==> src/rtl/cpu_pkg.sv <==
// Shared definitions for the 8-bit RISC CPU.
// Holds the opcode values, the control-unit state encoding, the instruction
// field positions and the ALU select codes shared with the ALU.
package cpu_pkg;

  localparam int unsigned DATA_W  = 8;
  localparam int unsigned INSTR_W = 16;

  // Instruction field bit positions
  localparam int unsigned OPC_HI = 15;
  localparam int unsigned OPC_LO = 12;
  localparam int unsigned RD_HI  = 11;
  localparam int unsigned RD_LO  = 10;
  localparam int unsigned RS_HI  = 9;
  localparam int unsigned RS_LO  = 8;
  localparam int unsigned IMM_HI = 7;
  localparam int unsigned IMM_LO = 0;

  // Opcodes; 7..15 are undefined and execute as NOP
  localparam logic [3:0] OP_NOP  = 4'd0;
  localparam logic [3:0] OP_ALU  = 4'd1;
  localparam logic [3:0] OP_LDI  = 4'd2;
  localparam logic [3:0] OP_JMP  = 4'd3;
  localparam logic [3:0] OP_JZ   = 4'd4;
  localparam logic [3:0] OP_JC   = 4'd5;
  localparam logic [3:0] OP_HALT = 4'd6;

  // ALU select codes (taken from Imm8[2:0] of an ALU instruction)
  localparam logic [2:0] ALU_ADD   = 3'd0;
  localparam logic [2:0] ALU_SUB   = 3'd1;
  localparam logic [2:0] ALU_AND   = 3'd2;
  localparam logic [2:0] ALU_OR    = 3'd3;
  localparam logic [2:0] ALU_XOR   = 3'd4;
  localparam logic [2:0] ALU_PASSA = 3'd5;
  localparam logic [2:0] ALU_NOTA  = 3'd6;
  localparam logic [2:0] ALU_PASSB = 3'd7;

  typedef enum logic [2:0] {
    S_FETCH,
    S_DECODE,
    S_EXECUTE,
    S_WRITEBACK,
    S_HALT
  } state_e;

  function automatic logic opc_illegal(input logic [3:0] opc);
    return opc > OP_HALT;
  endfunction

endpackage

==> src/rtl/cpu_regfile.sv <==
// General-purpose register file: NREGS x DW, two combinational read ports,
// one synchronous write port, synchronous active-high reset to zero.
// Ports:
//   clk, rst                 clock, synchronous reset
//   rd_addr_a/rd_data_a      read port A
//   rd_addr_b/rd_data_b      read port B
//   wr_en/wr_addr/wr_data    write port (lands on rising edge)
module cpu_regfile #(
  parameter int unsigned NREGS = 4,
  parameter int unsigned DW    = 8,
  localparam int unsigned AW   = $clog2(NREGS)
) (
  input  logic          clk,
  input  logic          rst,
  input  logic [AW-1:0] rd_addr_a,
  output logic [DW-1:0] rd_data_a,
  input  logic [AW-1:0] rd_addr_b,
  output logic [DW-1:0] rd_data_b,
  input  logic          wr_en,
  input  logic [AW-1:0] wr_addr,
  input  logic [DW-1:0] wr_data
);

  logic [DW-1:0] regs_q [NREGS];
  logic [DW-1:0] regs_d [NREGS];

  always_comb begin
    regs_d = regs_q;
    if (wr_en) regs_d[wr_addr] = wr_data;
  end

  always_ff @(posedge clk) begin
    if (rst) begin
      for (int unsigned i = 0; i < NREGS; i++) regs_q[i] <= '0;
    end else begin
      regs_q <= regs_d;
    end
  end

  assign rd_data_a = regs_q[rd_addr_a];
  assign rd_data_b = regs_q[rd_addr_b];

endmodule

==> src/rtl/cpu_control_unit.sv <==
// Multi-cycle fetch/decode/execute sequencer of the 8-bit RISC CPU.
// Fetches 16-bit instructions over a valid handshake, reads the register
// file into the ALU operand registers, and writes ALU results and flags back.
// Ports:
//   Clk, Rst                        clock, synchronous active-high reset
//   InstrAddr/InstrReq              fetch address (PC) and request
//   InstrValid/Instr                instruction word handshake
//   AluInA/AluInB/AluSel            ALU operands and operation select
//   AluOper/AluZero                 ALU result (bit 8 carry) and zero flag
//   ZFlag/CFlag                     registered flags
//   Halted                          high while in HALT
//   IllegalOp                       one-cycle pulse on an undefined opcode
module cpu_control_unit
  import cpu_pkg::*;
#(
  parameter int unsigned PC_W  = 8,
  parameter int unsigned NREGS = 4
) (
  input  logic            Clk,
  input  logic            Rst,
  output logic [PC_W-1:0] InstrAddr,
  output logic            InstrReq,
  input  logic            InstrValid,
  input  logic [15:0]     Instr,
  output logic [7:0]      AluInA,
  output logic [7:0]      AluInB,
  output logic [2:0]      AluSel,
  input  logic [8:0]      AluOper,
  input  logic            AluZero,
  output logic            ZFlag,
  output logic            CFlag,
  output logic            Halted,
  output logic            IllegalOp
);

  localparam int unsigned RAW = $clog2(NREGS);

  state_e          state_q, state_d;
  logic [PC_W-1:0] pc_q, pc_d;
  logic [15:0]     ir_q, ir_d;
  logic [7:0]      opa_q, opa_d;
  logic [7:0]      opb_q, opb_d;
  logic [2:0]      sel_q, sel_d;
  logic            z_q, z_d;
  logic            c_q, c_d;

  logic [3:0]      opc;
  logic [RAW-1:0]  rd_idx;
  logic [RAW-1:0]  rs_idx;
  logic [7:0]      imm;
  logic [7:0]      rf_a;
  logic [7:0]      rf_b;
  logic            wr_en;
  logic [7:0]      wr_data;

  assign opc    = ir_q[OPC_HI:OPC_LO];
  assign rd_idx = RAW'(ir_q[RD_HI:RD_LO]);
  assign rs_idx = RAW'(ir_q[RS_HI:RS_LO]);
  assign imm    = ir_q[IMM_HI:IMM_LO];

  cpu_regfile #(
    .NREGS (NREGS),
    .DW    (8)
  ) u_regfile (
    .clk       (Clk),
    .rst       (Rst),
    .rd_addr_a (rd_idx),
    .rd_data_a (rf_a),
    .rd_addr_b (rs_idx),
    .rd_data_b (rf_b),
    .wr_en     (wr_en),
    .wr_addr   (rd_idx),
    .wr_data   (wr_data)
  );

  always_comb begin
    state_d = state_q;
    pc_d    = pc_q;
    ir_d    = ir_q;
    opa_d   = opa_q;
    opb_d   = opb_q;
    sel_d   = sel_q;
    z_d     = z_q;
    c_d     = c_q;
    wr_en   = 1'b0;
    wr_data = imm;

    unique case (state_q)
      S_FETCH: begin
        if (InstrValid) begin
          ir_d    = Instr;
          pc_d    = pc_q + PC_W'(1);
          state_d = S_DECODE;
        end
      end
      S_DECODE: begin
        // Operands are only captured for instructions that reach EXECUTE so the
        // ALU-facing outputs keep their last value across jumps and NOPs.
        case (opc)
          OP_HALT: state_d = S_HALT;
          OP_JMP: begin
            pc_d    = PC_W'(imm);
            state_d = S_FETCH;
          end
          OP_JZ: begin
            if (z_q) pc_d = PC_W'(imm);
            state_d = S_FETCH;
          end
          OP_JC: begin
            if (c_q) pc_d = PC_W'(imm);
            state_d = S_FETCH;
          end
          OP_LDI: begin
            opa_d   = rf_a;
            opb_d   = rf_b;
            state_d = S_EXECUTE;
          end
          OP_ALU: begin
            opa_d   = rf_a;
            opb_d   = rf_b;
            sel_d   = imm[2:0];
            state_d = S_EXECUTE;
          end
          default: state_d = S_FETCH;
        endcase
      end
      S_EXECUTE: begin
        if (opc == OP_LDI) begin
          wr_en   = 1'b1;
          wr_data = imm;
          state_d = S_FETCH;
        end else begin
          state_d = S_WRITEBACK;
        end
      end
      S_WRITEBACK: begin
        wr_en   = 1'b1;
        wr_data = AluOper[7:0];
        c_d     = AluOper[8];
        z_d     = AluZero;
        state_d = S_FETCH;
      end
      S_HALT: state_d = S_HALT;
      default: state_d = S_FETCH;
    endcase
  end

  always_ff @(posedge Clk) begin
    if (Rst) begin
      state_q <= S_FETCH;
      pc_q    <= '0;
      ir_q    <= '0;
      opa_q   <= '0;
      opb_q   <= '0;
      sel_q   <= '0;
      z_q     <= 1'b0;
      c_q     <= 1'b0;
    end else begin
      state_q <= state_d;
      pc_q    <= pc_d;
      ir_q    <= ir_d;
      opa_q   <= opa_d;
      opb_q   <= opb_d;
      sel_q   <= sel_d;
      z_q     <= z_d;
      c_q     <= c_d;
    end
  end

  // Status strobes are masked while Rst is high so the reset cycle itself
  // shows no request, halt or illegal indication.
  assign InstrAddr = pc_q;
  assign InstrReq  = (state_q == S_FETCH) && !Rst;
  assign Halted    = (state_q == S_HALT) && !Rst;
  assign IllegalOp = (state_q == S_DECODE) && opc_illegal(opc) && !Rst;
  assign AluInA    = opa_q;
  assign AluInB    = opb_q;
  assign AluSel    = sel_q;
  assign ZFlag     = z_q;
  assign CFlag     = c_q;

endmodule

==> config.mk <==
export PLATFORM = sky130hd
export DESIGN_NAME = cpu_control_unit
export DESIGN_NICKNAME = d
export VERILOG_FILES = /design/src/rtl/cpu_pkg.sv /design/src/rtl/cpu_regfile.sv /design/src/rtl/cpu_control_unit.sv
export SDC_FILE = /design/constraint.sdc
export NUM_CORES = 1
export LEC_CHECK = 0
export ABC_AREA = 1
export ABC_CLOCK_PERIOD_IN_PS = 2800
export CORE_MARGIN = 2
export CORE_UTILIZATION = 65
export CTS_BUF_LIST = sky130_fd_sc_hd__clkbuf_8
export DETAILED_ROUTE_END_ITERATION = 6
export DONT_BUFFER_PORTS = 1
export GPL_TIMING_DRIVEN = 0
export HOLD_SLACK_MARGIN = 0.12
export PLACE_DENSITY_LB_ADDON = 0.2
export SYNTH_ARGS = -nofsm -noshare
export SYNTH_HDL_FRONTEND = slang
export SYNTH_SLANG_ARGS = --single-unit
==> constraint.sdc <==
create_clock -name Clk -period 2.8 [get_ports Clk]
set_input_delay 0.56 -clock Clk [delete_from_list [all_inputs] [get_ports Clk]]
set_output_delay 0.56 -clock Clk [all_outputs]
set_load 0.02 [all_outputs]
==> results of run 1 <==
[path summary, 6_finish.rpt]
| kind | from | endpoint |
|---|---|---|
| setup / recovery | state_q[1] | IllegalOp |
| hold / removal | Rst | state_q[0] |
| setup reg to reg | ir_q[14] | u_regfile.regs_q[7] |
| hold reg to reg | ir_q[5] | ir_q[5] |
[worst max-delay path, cell delays in order, from the launching register on]
cell and delay [ns]:
dfxtp_1 0.39, inv_2 0.15, nand3_4 0.11, buf_2 0.21
a2111oi_2 0.54
[metrics by stage]
step	worst slack, ns	cells	utilization
after floorplan	0.469	590	-
after global placement	0.295	665	0.683
after detailed placement	0.557	665	0.683
after CTS	0.145	681	0.729
after global routing	0.358	681	0.729
final	0.490	681	0.729
[cells by family after synthesis]
family / count (synthesis) / synth area share
simple gates: 309 / 0.330
compound gates: 133 / 0.175
flops: 80 / 0.408
buf+inv: 67 / 0.0838
fa+ha+maj: 1 / 0.00319
[layout make-up]
type	count	area, sq um	share of cell area
multi-input combinational	443	2000	0.466
sequential	80	1600	0.373
buffer	36	213	0.0495
clock inverter	7	144	0.0335
clock buffer	9	124	0.0289
inverter	31	116	0.0271
tap	75	93.8	0.0219
[placed cells by master, fill, tap and decap left out, types with 2 or more instances in the layout]
master        n
clkbuf_1     17
o21ai_1      10
buf_2         8
o21ai_0      47
clkinvlp_4    2
nand2_2       4
clkbuf_8      9
nand2_1     146
buf_4         2
nor2_1       94
inv_2         4
a21oi_1      72
dfxtp_1      80
nand4_1      11
nand3b_1      2
nand3_1      45
bufinv_16     4
clkinv_1      2
buf_6         8
nor3_1        2
inv_1        25
[flip-flops by register name, summed over array words and instances (netlist names)]
name / count
state_q: 3
AluInB: 8
ir_q: 16
AluSel: 3
InstrAddr: 8
CFlag: 1
u_regfile.regs_q: 32
ZFlag: 1
AluInA: 8
[where the power goes]
| group | internal, uW | leakage (uW) | switching (uW) | total [uW] |
|---|---|---|---|---|
| clock network | 684 | 0.000126 | 452 | 1140 |
| registers | 1190 | 0.000650 | 83.0 | 1280 |
| logic | 142 | 0.000940 | 326 | 467 |
[routing by layer]
metal | share of wire | vias up
met4 | 0.022 | 0
met1 | 0.44 | 1821
met5 | 0 | -
met2 | 0.43 | 204
li1 | - | 1966
met3 | 0.10 | 27
==> metrics.yaml, run 1 <==
status: "finished clean"
rsz0062_at_grt: "no"
initialDrtViolationCount: 433
grt_pass1_wl_mm: 16.5
hpwl_mm: 7.64
clk_pin_slew_ns: 0.09
fillers: 492
start_kind: "flip-flop"
syn_area_per_cell_sq_um: 6.65
yosys.area.top_type_share: 0.408
first_global_vias: 3462
detail-route-antenna-nets: 0
synth_cells: 590
critical_path_class: "reg -> out"
skew_ns: 0.00976
cts-resized-gates: 0
ctsHoldBuffers: 0
slew_headroom: 0.409
die_y_um: 81.7
synthDistinctLibCells: 29
cap_violations: 0
yosysTopAreaCell: "dfxtp_1"
grt_max_degree: 15
grtUsageMet3: 0.0934
gp_congestion: 0.922
use_met1: 0.447
fmax_mhz: 433
drt-total-wl_mm: 10.6
cts_max_level: 3
numCtsBuffers: 9
cts_max_path_buffers: 2
fin_crit_ns: 2.31
synthToLayoutAreaGrowth_pct: 9.37
drive_above_1_share: 0.0792
post-cts-setup-buffers: 0
r2r_slack_ns: 1.10
yosys-top-cells-count: "146 x nand2_1, 94 x nor2_1, 80 x dfxtp_1"
fin_tns_setup_ns: 0
drc_errors: 0
cp_max_fo: 10
r2r_cells: 7
port_buffers: 0
coreArea_sq_mm: 0.00589
critPathRequiredTime_ns: 2.24
diodes: 0
rows: 28
start_util: 0.667
seq_area_frac_synth: 0.408
worstMarginPinSlew_ns: 0.879
finalMaxSlewViolations: 0
dpl_cell_area_sq_mm: 0.00402
synth.most_common_cell: "nand2_1"
fin_nets: 631
wl_per_cell_um: 15.5
min_path_type: "in -> reg"
synth_area_sq_mm: 0.00393
top_usage_layer: "met2"
ys.warnings.count: 0
drtPass1Iterations: 7
clock_sinks: 80
cts-root-buf: "clkbuf_8"
async_reset_ff_frac: 0
synth.area.top_cells: "dfxtp_1 41%, nand2_1 14%, a21oi_1 9.2%"
fin_hold_ws_ns: 0.267
finalHoldViolations: 0
synth.net_count: 620
dieArea_sq_mm: 0.00668
cellLeakagePower_uw: 0.00172
gr-usage-met2: 0.505
cp-end-kind: "primary output"
vias: 4018
fin_crit_sh: 0.825
total_power_uw: 2880
grtUsageTotal: 0.329
die_x_um: 81.7
synth_ff_type: "dfxtp_1"
setup-violations-final: 0
synth_edf_count: 0
clk_latency_ns: 0.36
power_density_mw_per_mm2: 671
holdPathStages: 1
viasPerCell: 5.90
max-vdd-ir-drop_mv: 0.445
final_area_sq_mm: 0.00429
cts_tree: "built"
synth_seq_cells: 80
cp.arrival_ns: 1.75
grt_overflow_total: 0
grt_antenna_before_repair: 0
io_pins: 61
(Power assumes the default switching activity.)
==> inputs of run 2 (changes only) <==
Settings changed: ABC_CLOCK_PERIOD_IN_PS 2800 to 2250.
Clock period 2.8 ns to 2.25 ns, I/O delays scaled along.
==> run 2 against run 1 <==
  * Non-clock buffer count stayed put
  * Combinational power is 25% higher
  * Critical path depth stayed put
  * Core utilization is 0.21 points higher
  * Sequential cell count stayed put
  * Final cell count stayed put
  * Global-route usage is 0.14 points higher
  * Worst setup slack worse by 0.29 ns
  * Die area stayed put
  * Sequential share of layout area is 0.11 points lower
  * Critical endpoint unchanged
  * Highest routed layer unchanged
==> metrics.yaml, run 2 (synthesized netlist as in run 1, its figures left out) <==
finalHoldViolations: 0  # unchanged
cp.arrival_ns: 1.60  # -0.15 ns
first_global_vias: 3463  # +0.029%
fin_crit_ns: 2.05
ctsHoldBuffers: 0  # unchanged
wl_per_cell_um: 15.5  # -0.12%
fin_tns_setup_ns: 0  # unchanged
fin_crit_sh: 0.913
largest_reg_flops: 32  # unchanged
synthToLayoutAreaGrowth_pct: 9.69
dp_slack_ns: 0.117  # -0.440 ns
cp_max_fo: 10  # unchanged
cp-end-kind: "primary output"
layout_common_cells: "146 x nand2_1, 94 x nor2_1, 80 x dfxtp_1"
rsz0062_at_grt: "no"
grt_pass1_wl_mm: 16.6  # +0.33%
detail-route-antenna-nets: 0  # unchanged
drc_errors: 0  # unchanged
io_pins: 61  # unchanged
fmax_mhz: 487
max-vdd-ir-drop_mv: 0.556  # +25%
drtPass1Iterations: 5  # -2
fin_nets: 631  # unchanged
rows: 28  # unchanged
dieArea_sq_mm: 0.00668  # unchanged
cellLeakagePower_uw: 0.00172  # about the same
cts_max_level: 3  # unchanged
fin_ws_ns: 0.197  # -0.293 ns
clock_sinks: 80  # unchanged
max_stage_delay_ns: 0.39  # -0.15 ns
cts_tree: "built"
viasPerCell: 5.90  # about the same
grt_max_degree: 15  # unchanged
setup-violations-final: 0  # unchanged
cts-root-buf: "clkbuf_8"
layout_commonest_cell: "nand2_1"
top_register: "u_regfile.regs_q"
critPathRequiredTime_ns: 1.80  # -0.44 ns
min_path_type: "in -> reg"
vias: 4019  # +0.025%
die_y_um: 81.7  # unchanged
grt_overflow_total: 0  # unchanged
slew_headroom: 0.406  # -0.00233
critical_path_class: "reg -> out"
critical-path-top-delay-family: "flip-flops"
grtUsageTotal: 0.331  # +0.00139
grt_antenna_before_repair: 0  # unchanged
start_util: 0.667  # unchanged
clk_latency_ns: 0.36  # about the same
diodes: 0  # unchanged
numCtsBuffers: 9  # unchanged
initialDrtViolationCount: 392  # -9.5%
drt-total-wl_mm: 10.6  # -0.12%
worstMarginPinSlew_ns: 0.883  # +0.00346 ns
crit_buf_inv: 2  # unchanged
skew_ns: 0.00784  # -0.00192 ns
power_density_mw_per_mm2: 832  # +24%
finalMaxSlewViolations: 0  # unchanged
post-cts-setup-buffers: 0  # unchanged
reg_top3: "u_regfile.regs_q (32), ir_q (16)"
start_kind: "flip-flop"
die_x_um: 81.7  # unchanged
fin_hold_ws_ns: 0.154  # -0.113 ns
cts_max_path_buffers: 2  # unchanged
hpwl_mm: 7.64  # unchanged
coreArea_sq_mm: 0.00589  # unchanged
slowest_stage: "dfxtp_1"
gp_congestion: 0.922  # unchanged
crit_chain: "inv_2, nand3_4, buf_2, a2111oi_4"
drive_above_1_share: 0.0792  # unchanged
clk_pin_slew_ns: 0.08  # about the same
status: "finished clean"
cap_violations: 0  # unchanged
port_buffers: 0  # unchanged
run 2: cell count changes in the layout (fill, tap and decap cells not counted):
cell | before | now
a2111oi_2 | 1 | 0
a2111oi_4 | 0 | 1
run 2: layout make-up:
cell class / count / area (sq um)
clock buffer: 9 / 124
fill: 487 / 1580
buffer: 36 / 213
multi-input combinational: 443 / 2010
tap: 75 / 93.8
sequential: 80 / 1600
inverter: 31 / 116
clock inverter: 7 / 144
run 2: final timing paths:
| kind | startpoint | to | slack, ns | cells after the start |
|---|---|---|---|---|
| max | state_q[1] | IllegalOp | 0.20 | 4 |
| min | Rst | state_q[0] | 0.15 | 1 |
| max reg2reg | ir_q[14] | u_regfile.regs_q[7] | 0.49 | 7 |
| min reg2reg | ir_q[5] | ir_q[5] | 0.49 | 2 |
run 2: metal layers:
| metal | vias up | part of all wire | wire [um] | global-route usage |
|---|---|---|---|---|
| met5 | - | 0 | 0 | 0 |
| met4 | 0 | 0.023 | 241 | 0.110 |
| met3 | 30 | 0.10 | 1080 | 0.0934 |
| met2 | 212 | 0.44 | 4600 | 0.510 |
| met1 | 1818 | 0.44 | 4650 | 0.447 |
| li1 | 1959 | - | - | - |
run 2: stage by stage:
step / instance area, sq um / power (uW) / utilization / cells
final: 4310 / 3580 / 0.732 / 681
after global routing: 4310 / 3740 / 0.732 / 681
after CTS: 4290 / 3560 / 0.729 / 681
after detailed placement: 4020 / 2180 / 0.683 / 665
after global placement: 4020 / 2160 / 0.683 / 665
after floorplan: 3930 / 2040 / - / 590
run 2: timing repair:
item,4_1_cts,5_1_grt
gates resized for setup,1,1
cloned,0,0
pin swaps,0,0
endpoints found under the setup margin,1,1
run 2: where the power goes:
part	leakage, uW	internal, uW	switching, uW	total (uW)
combinational	0.000940	177	407	584
sequential	0.000650	1490	104	1590
clock	0.000126	851	559	1410
total	0.00172	2510	1070	3580
